$ cat config.mk
export PLATFORM = sky130hd
export DESIGN_NAME = l2_request_arbiter
export DESIGN_NICKNAME = d
export VERILOG_FILES = /design/src/rtl/l2_request_arbiter_pkg.sv /design/src/rtl/l2_request_arbiter_arbiter.sv /design/src/rtl/l2_request_arbiter.sv
export SDC_FILE = /design/constraint.sdc
export NUM_CORES = 1
export LEC_CHECK = 0
export BUFFER_PORTS_ARGS = -buffer_cell sky130_fd_sc_hd__buf_4
export CAP_MARGIN = 20
export CELL_PAD_IN_SITES_DETAIL_PLACEMENT = 0
export CELL_PAD_IN_SITES_GLOBAL_PLACEMENT = 2
export CORE_AREA = 2 2 493 495
export CTS_CLUSTER_DIAMETER = 30
export DETAILED_ROUTE_END_ITERATION = 10
export DIE_AREA = 0 0 495 497
export PLACE_DENSITY = 0.5
export SKIP_LAST_GASP = 1
export SLEW_MARGIN = 20
export SYNTH_ARGS = -nofsm -noshare
export SYNTH_HDL_FRONTEND = slang
export SYNTH_HIERARCHICAL = 1
export SYNTH_SLANG_ARGS = --single-unit
$ cat constraint.sdc
create_clock -name clk -period 1.95 [get_ports clk]
set_clock_uncertainty 0.05 [all_clocks]
set_input_delay 0.4875 -clock clk [delete_from_list [all_inputs] [get_ports clk]]
set_output_delay 0.4875 -clock clk [all_outputs]
set_load 0.005 [all_outputs]
$ cat src/rtl/l2_request_arbiter_pkg.sv
// Shared types for the L2 request arbiter: request/response encodings and payload structs.
package l2_request_arbiter_pkg;

  localparam int ADDR_W  = 32;
  localparam int DATA_W  = 512;
  localparam int MASK_W  = 64;
  localparam int IDX_W   = 2;
  localparam int COUNT_W = 4;

  typedef logic [ADDR_W-1:0] scalar_t;
  typedef logic [DATA_W-1:0] cache_line_data_t;
  typedef logic [MASK_W-1:0] cache_line_mask_t;
  typedef logic [IDX_W-1:0]  l1_miss_entry_idx_t;
  typedef logic [IDX_W-1:0]  thread_idx_t;

  typedef enum logic [1:0] {
    L2_REQ_LOAD       = 2'd0,
    L2_REQ_STORE      = 2'd1,
    L2_REQ_LOAD_SYNC  = 2'd2,
    L2_REQ_STORE_SYNC = 2'd3
  } l2_req_type_t;

  typedef struct packed {
    l2_req_type_t     req_type;
    scalar_t          addr;
    cache_line_data_t data;
    cache_line_mask_t mask;
    logic [IDX_W-1:0] id;
  } l2_request_t;

  typedef struct packed {
    logic             valid;
    l2_req_type_t     resp_type;
    logic [IDX_W-1:0] id;
    logic             status;
  } l2_response_t;

  function automatic logic is_store_type(input l2_req_type_t t);
    return (t == L2_REQ_STORE) || (t == L2_REQ_STORE_SYNC);
  endfunction

endpackage

$ cat src/rtl/l2_request_arbiter_arbiter.sv
// Generic round-robin arbiter: the entry after the last winner has priority; entry 0 after reset.
module arbiter
  import l2_request_arbiter_pkg::*;
#(
  parameter int NUM_ENTRIES = 2
) (
  input  logic                   clk,
  input  logic                   reset,
  input  logic [NUM_ENTRIES-1:0] request,
  input  logic                   update_lru,
  output logic [NUM_ENTRIES-1:0] grant_oh
);

  logic [NUM_ENTRIES-1:0] priority_oh;
  logic [NUM_ENTRIES-1:0] at_or_above;
  logic [NUM_ENTRIES-1:0] masked_request;
  logic [NUM_ENTRIES-1:0] candidates;

  // Search from the priority entry upward, wrapping to the lowest requester if none is above it.
  always_comb begin
    at_or_above    = ~(priority_oh - NUM_ENTRIES'(1));
    masked_request = request & at_or_above;
    candidates     = (masked_request != '0) ? masked_request : request;
    grant_oh       = candidates & (~candidates + NUM_ENTRIES'(1));
  end

  // NOTE: sequential state uses <= so every flop samples pre-edge values regardless of block order.
  always_ff @(posedge clk) begin
    if (reset) begin
      priority_oh <= NUM_ENTRIES'(1);
    end else if (update_lru) begin
      priority_oh <= {grant_oh[NUM_ENTRIES-2:0], grant_oh[NUM_ENTRIES-1]};
    end
  end

endmodule

$ cat src/rtl/l2_request_arbiter.sv
// Shares the L2 request port between the load miss queue and store queue, with a credit limit,
// and routes L2 responses back to the requesting queue.
module l2_request_arbiter
  import l2_request_arbiter_pkg::*;
#(
  parameter int MAX_OUTSTANDING = 8
) (
  input  logic         clk,
  input  logic         reset,

  input  logic         load_ready,
  input  logic [31:0]  load_addr,
  input  logic [1:0]   load_idx,
  input  logic         load_synchronized,
  output logic         load_ack,

  input  logic         store_ready,
  input  logic [31:0]  store_addr,
  input  logic [511:0] store_data,
  input  logic [63:0]  store_mask,
  input  logic [1:0]   store_idx,
  input  logic         store_synchronized,
  output logic         store_ack,

  output logic         l2_request_valid,
  input  logic         l2_request_ready,
  output logic [1:0]   l2_request_type,
  output logic [31:0]  l2_request_addr,
  output logic [511:0] l2_request_data,
  output logic [63:0]  l2_request_mask,
  output logic [1:0]   l2_request_id,

  input  logic         l2_response_valid,
  input  logic [1:0]   l2_response_type,
  input  logic [1:0]   l2_response_id,
  input  logic         l2_response_status,

  output logic         load_response_valid,
  output logic [1:0]   load_response_idx,
  output logic         store_response_valid,
  output logic [1:0]   store_response_idx,
  output logic         store_response_status,

  output logic [3:0]   outstanding_count
);

  l2_request_t        request_q;
  logic               request_valid_q;
  logic [COUNT_W-1:0] count_q;

  l2_request_t        load_request;
  l2_request_t        store_request;
  l2_response_t       response;

  logic               request_free;
  logic               can_grant;
  logic               handshake;
  logic               response_retire;
  logic [1:0]         arb_request;
  logic [1:0]         grant_oh;

  assign request_free = !request_valid_q || l2_request_ready;
  // Credit check sees only the registered count; a response arriving this cycle frees a slot next cycle.
  assign can_grant    = !reset && request_free && (count_q < COUNT_W'(MAX_OUTSTANDING));
  assign arb_request  = {store_ready, load_ready} & {2{can_grant}};

  arbiter #(
    .NUM_ENTRIES (2)
  ) u_arbiter (
    .clk        (clk),
    .reset      (reset),
    .request    (arb_request),
    .update_lru (|grant_oh),
    .grant_oh   (grant_oh)
  );

  assign load_ack  = grant_oh[0];
  assign store_ack = grant_oh[1];

  // NOTE: every field gets a default before the overrides so no path leaves a latch behind.
  always_comb begin
    load_request          = '0;
    load_request.req_type = load_synchronized ? L2_REQ_LOAD_SYNC : L2_REQ_LOAD;
    load_request.addr     = load_addr;
    load_request.id       = load_idx;

    store_request          = '0;
    store_request.req_type = store_synchronized ? L2_REQ_STORE_SYNC : L2_REQ_STORE;
    store_request.addr     = store_addr;
    store_request.data     = store_data;
    store_request.mask     = store_mask;
    store_request.id       = store_idx;
  end

  assign response = '{
    valid:     l2_response_valid,
    resp_type: l2_req_type_t'(l2_response_type),
    id:        l2_response_id,
    status:    l2_response_status
  };

  // NOTE: the wide payload is reset as well because its reset value is visible on the output ports.
  always_ff @(posedge clk) begin
    if (reset) begin
      request_valid_q <= 1'b0;
      request_q       <= '0;
    end else if (load_ack) begin
      request_valid_q <= 1'b1;
      request_q       <= load_request;
    end else if (store_ack) begin
      request_valid_q <= 1'b1;
      request_q       <= store_request;
    end else if (l2_request_ready) begin
      request_valid_q <= 1'b0;
    end
  end

  assign handshake       = request_valid_q && l2_request_ready;
  assign response_retire = response.valid && (count_q != '0);

  always_ff @(posedge clk) begin
    if (reset) begin
      count_q <= '0;
    end else begin
      unique case ({handshake, response_retire})
        2'b10:   count_q <= count_q + COUNT_W'(1);
        2'b01:   count_q <= count_q - COUNT_W'(1);
        default: count_q <= count_q;
      endcase
    end
  end

  always_ff @(posedge clk) begin
    if (reset) begin
      load_response_valid   <= 1'b0;
      load_response_idx     <= '0;
      store_response_valid  <= 1'b0;
      store_response_idx    <= '0;
      store_response_status <= 1'b0;
    end else begin
      load_response_valid  <= response.valid && !is_store_type(response.resp_type);
      store_response_valid <= response.valid && is_store_type(response.resp_type);
      if (response.valid) begin
        if (is_store_type(response.resp_type)) begin
          store_response_idx    <= response.id;
          store_response_status <= response.status;
        end else begin
          load_response_idx <= response.id;
        end
      end
    end
  end

  // A response with nothing in flight means the environment lost track of its requests.
  response_without_credit: assert property (
    @(posedge clk) disable iff (reset) !(l2_response_valid && count_q == '0)
  );

  assign l2_request_valid  = request_valid_q;
  assign l2_request_type   = request_q.req_type;
  assign l2_request_addr   = request_q.addr;
  assign l2_request_data   = request_q.data;
  assign l2_request_mask   = request_q.mask;
  assign l2_request_id     = request_q.id;
  assign outstanding_count = count_q;

endmodule

==> reports/metrics.yaml <==
sta:
  finalSetupViolCount: 612
  timing.slew.headroom_pct: 52.2
  post-route-min-period_ns: 2.63
  timing_worst_slew_pin_value_ns: 0.717
  clock.fmax_ghz: 0.381
  unrepaired_setup_endpoints_after_global_routing: "true"
  timing.final.hold_violations: 0
  layout_worst_path_cycle_share_pct: 135
  slew_viol_final: 0
  worst_hold_slack_ns: 0.183
  worst_slack_ns: -0.675
floorplan:
  core_area_um2: 240000
  effective_utilization_at_floorplan_pct: 9.47
  floorplan.die.width_um: 495
  die_height_um: 497
  die_area_um2: 246000
  placementRows: 180
  ios: 1283
yosys:
  netlist_area_um2: 22700
  synth-async-reset-ratio_pct: 0
  syn_nets: 2784
  synth_cells: 2124
  synthesis.area_per_instance_um2: 10.7
  synth-seq-area-share_pct: 55.1
  yosys_warnings: 6
  ys_seq_elements: 626
  edff_count_synth: 0
  synth_flop_cell: "sky130_fd_sc_hd__dfxtp_1"
  post_synth_num_cell_types: 33
drt:
  number_of_drc_markers_in_iteration_0: 899
  route.detailed.drc: 0
  drt-pass1-iter-count: 5
  wl_um: 156000
  route.vias.total: 24500
  route.detailed.wl_per_inst_um: 20.1
  vias_per_cell: 3.15
  drtAntennaViolNets: 0
power_and_ir_drop:
  power.static_leakage_nw: 22.9
  design_power_total_mw: 56.8
  powerDensity_nw_per_um2: 1060
  ir_drop_v: 0.000649
  combPwrFrac_pct: 15.0
  switching_share_of_total_power_pct: 25.1
  p_sw_mw: 14.2
  power.share.clock_pct: 60.4
  p_seq_share_pct: 24.7
  p_int_mw: 42.5
clocking:
  clock_sink_count: 626
  clock_path_buffers: 3
  cts-root-buf: "sky130_fd_sc_hd__clkbuf_16"
  cts_inserted_buffers: 221
  tritoncts: "done"
  clk_pin_slew_worst_paths_ns: 0.04
  htreeDepth: 4
  clock_latency_reported_for_the_late_side_of_the_worst_skew_pair_ns: 0.80
cells_and_area:
  final_layout_size_suffix_gt1_share_pct: 42.3
  mostFrequentLayoutCells: "sky130_fd_sc_hd__buf_4, sky130_fd_sc_hd__nor2_1, sky130_fd_sc_hd__dlygate4sd3_1, sky130_fd_sc_hd__dfxtp_1, sky130_fd_sc_hd__mux2i_1"
  seq_area_um2: 12600
  fillCellCount: 26200
  layout.core_utilization_pct: 22.2
  layout_commonest_cell: "sky130_fd_sc_hd__buf_4"
  multi_input_comb_area_um2: 9240
  nNetsFinal: 5045
  layout-area-overhead-vs-synth_pct: 134
setup_path:
  worst_path_max_delay_cell: "sky130_fd_sc_hd__dfxtp_2"
  cp_cell_sequence: "nor2b_4, nor3_2, and2_4, inv_2, o21a_4, buf_12, buf_8, buf_6"
  worst_setup_ep_type: "primary output"
  critical_path.max_stage_delay_ns: 0.31
  critPathKind: "reg -> out"
  worst-endpoint-required_ns: 1.41
  worst-endpoint-arrival_ns: 2.09
  top_fanout_value_on_the_critical_path: 2
  critPathLaunchType: "register"
grt:
  antenna_violations_before_repair: 75
  globalRouteOverflowTotal: 0
  grt_first_pass_wirelength_um: 208000
  global_route.usage.total_pct: 12.0
  pin_count_of_the_biggest_net_entering_global_routing: 51
  first_global_vias: 26200
placed_design:
  finalWeightedCongestion: 0.829
  buffer_ports.inserted: 1281
  dp_hpwl_um: 123000
hold_path:
  worst_hold_path_type: "in -> reg"
outcome:
  violations_in_the_final_reports: "setup timing"
  outcome: "complete, but fails checks"
job:
  timing.max_cap.violations: 0
power by group through the flow:
stage          logic [mW]  clock network, mW  registers, mW
6_report             8.49               34.3           14.0
5_1_grt              9.13               35.9           14.1
4_1_cts              8.25               35.2           14.0
3_5_place_dp         6.29                  0           14.2
3_3_place_gp         6.29                  0           14.2
2_1_floorplan        2.68                  0           14.2
path summary, 6_finish.rpt:
check	slack (ns)	to	depth (start not counted)	from
max	-0.68	store_ack	8	l2_request_valid
min	0.18	u_arbiter/priority_oh[1]	4	store_ready
max reg2reg	-0.50	l2_request_data[277]	14	l2_request_valid
min reg2reg	0.41	store_response_status	2	store_response_status
layer usage:
| metal | up-vias | routed length, um | GRT usage [%] |
|---|---|---|---|
| met2 | 1142 | 75400 | 20.5 |
| met3 | 261 | 16200 | 5.85 |
| li1 | 11800 | - | - |
| met4 | 36 | 3300 | 3.28 |
| met1 | 11300 | 61300 | 13.2 |
| met5 | - | 241 | 0 |
worst max-delay path, delay by kind of cell (launching register included):
family                 cells  cell delay (ns)
DFF                        1             0.31
AOI/OAI and AO/OA          1             0.22
and+or+nand+nor            3             0.40
buffers and inverters      4             0.38
cells in the mapped netlist, drive strengths merged (3+ instances only):
cell type / instances / share of area, %
clkbuf: 16 / 0.26
xor2: 3 / 0.12
o21ai: 3 / 0.066
buf: 130 / 4.5
mux2i: 615 / 27
ha: 3 / 0.17
nand3: 3 / 0.066
a21oi: 41 / 0.90
nor2: 655 / 11
nand2: 6 / 0.099
nor2b: 4 / 0.14
dfxtp: 626 / 55
repair_timing:
item,4_1_cts,5_1_grt
gates resized for setup,101,111
setup endpoints to repair,730,717
buffers inserted,37,33
endpoints found under the hold margin,619,0
gates cloned,22,15
pin swaps,13,32
hold buffers,653,0
cell families (layout without fill, tap and decap cells):
logic type	after synthesis	count (layout)	synth area share, %
buf+inv	147	2592	4.80
fa+ha+maj	3	3	0.165
mux	616	616	27.1
compound gates	49	49	1.16
xor+xnor	3	3	0.116
other cells	0	21	0
flops	626	626	55.1
simple gates	680	680	11.5
metrics by stage:
step	setup slack [ns]	area, um2	TNS, ns	cells
floorplan	-0.113	23000	-20.62	2124
global placement	-0.459	36900	-228.86	6596
detailed placement	-0.387	36900	-194.55	6596
CTS	-0.808	52300	-304.47	7715
global route	-0.838	53300	-226.41	7765
finish	-0.675	53300	-151.51	7775
flip-flops by register name (all words and copies together), names as in the netlist:
signal,flops
l2_request_addr,32
l2_request_data,512
l2_request_id,2
l2_request_mask,64
l2_request_type,2
l2_request_valid,1
load_response_idx,2
load_response_valid,1
outstanding_count,4
store_response_idx,2
store_response_status,1
store_response_valid,1
u_arbiter/priority_oh,2
final cells by class:
class	count	area share (%)
Clock inverter	79	1.70
Antenna cell	21	0.0986
Timing Repair Buffer	2184	37.5
Clock buffer	328	12.3
Multi-Input combinational cell	1351	17.3
Inverter	1	0.00704
Sequential cell	626	23.6
Tap cell	3185	7.48
No activity file was read; power rests on OpenSTA's default activity.
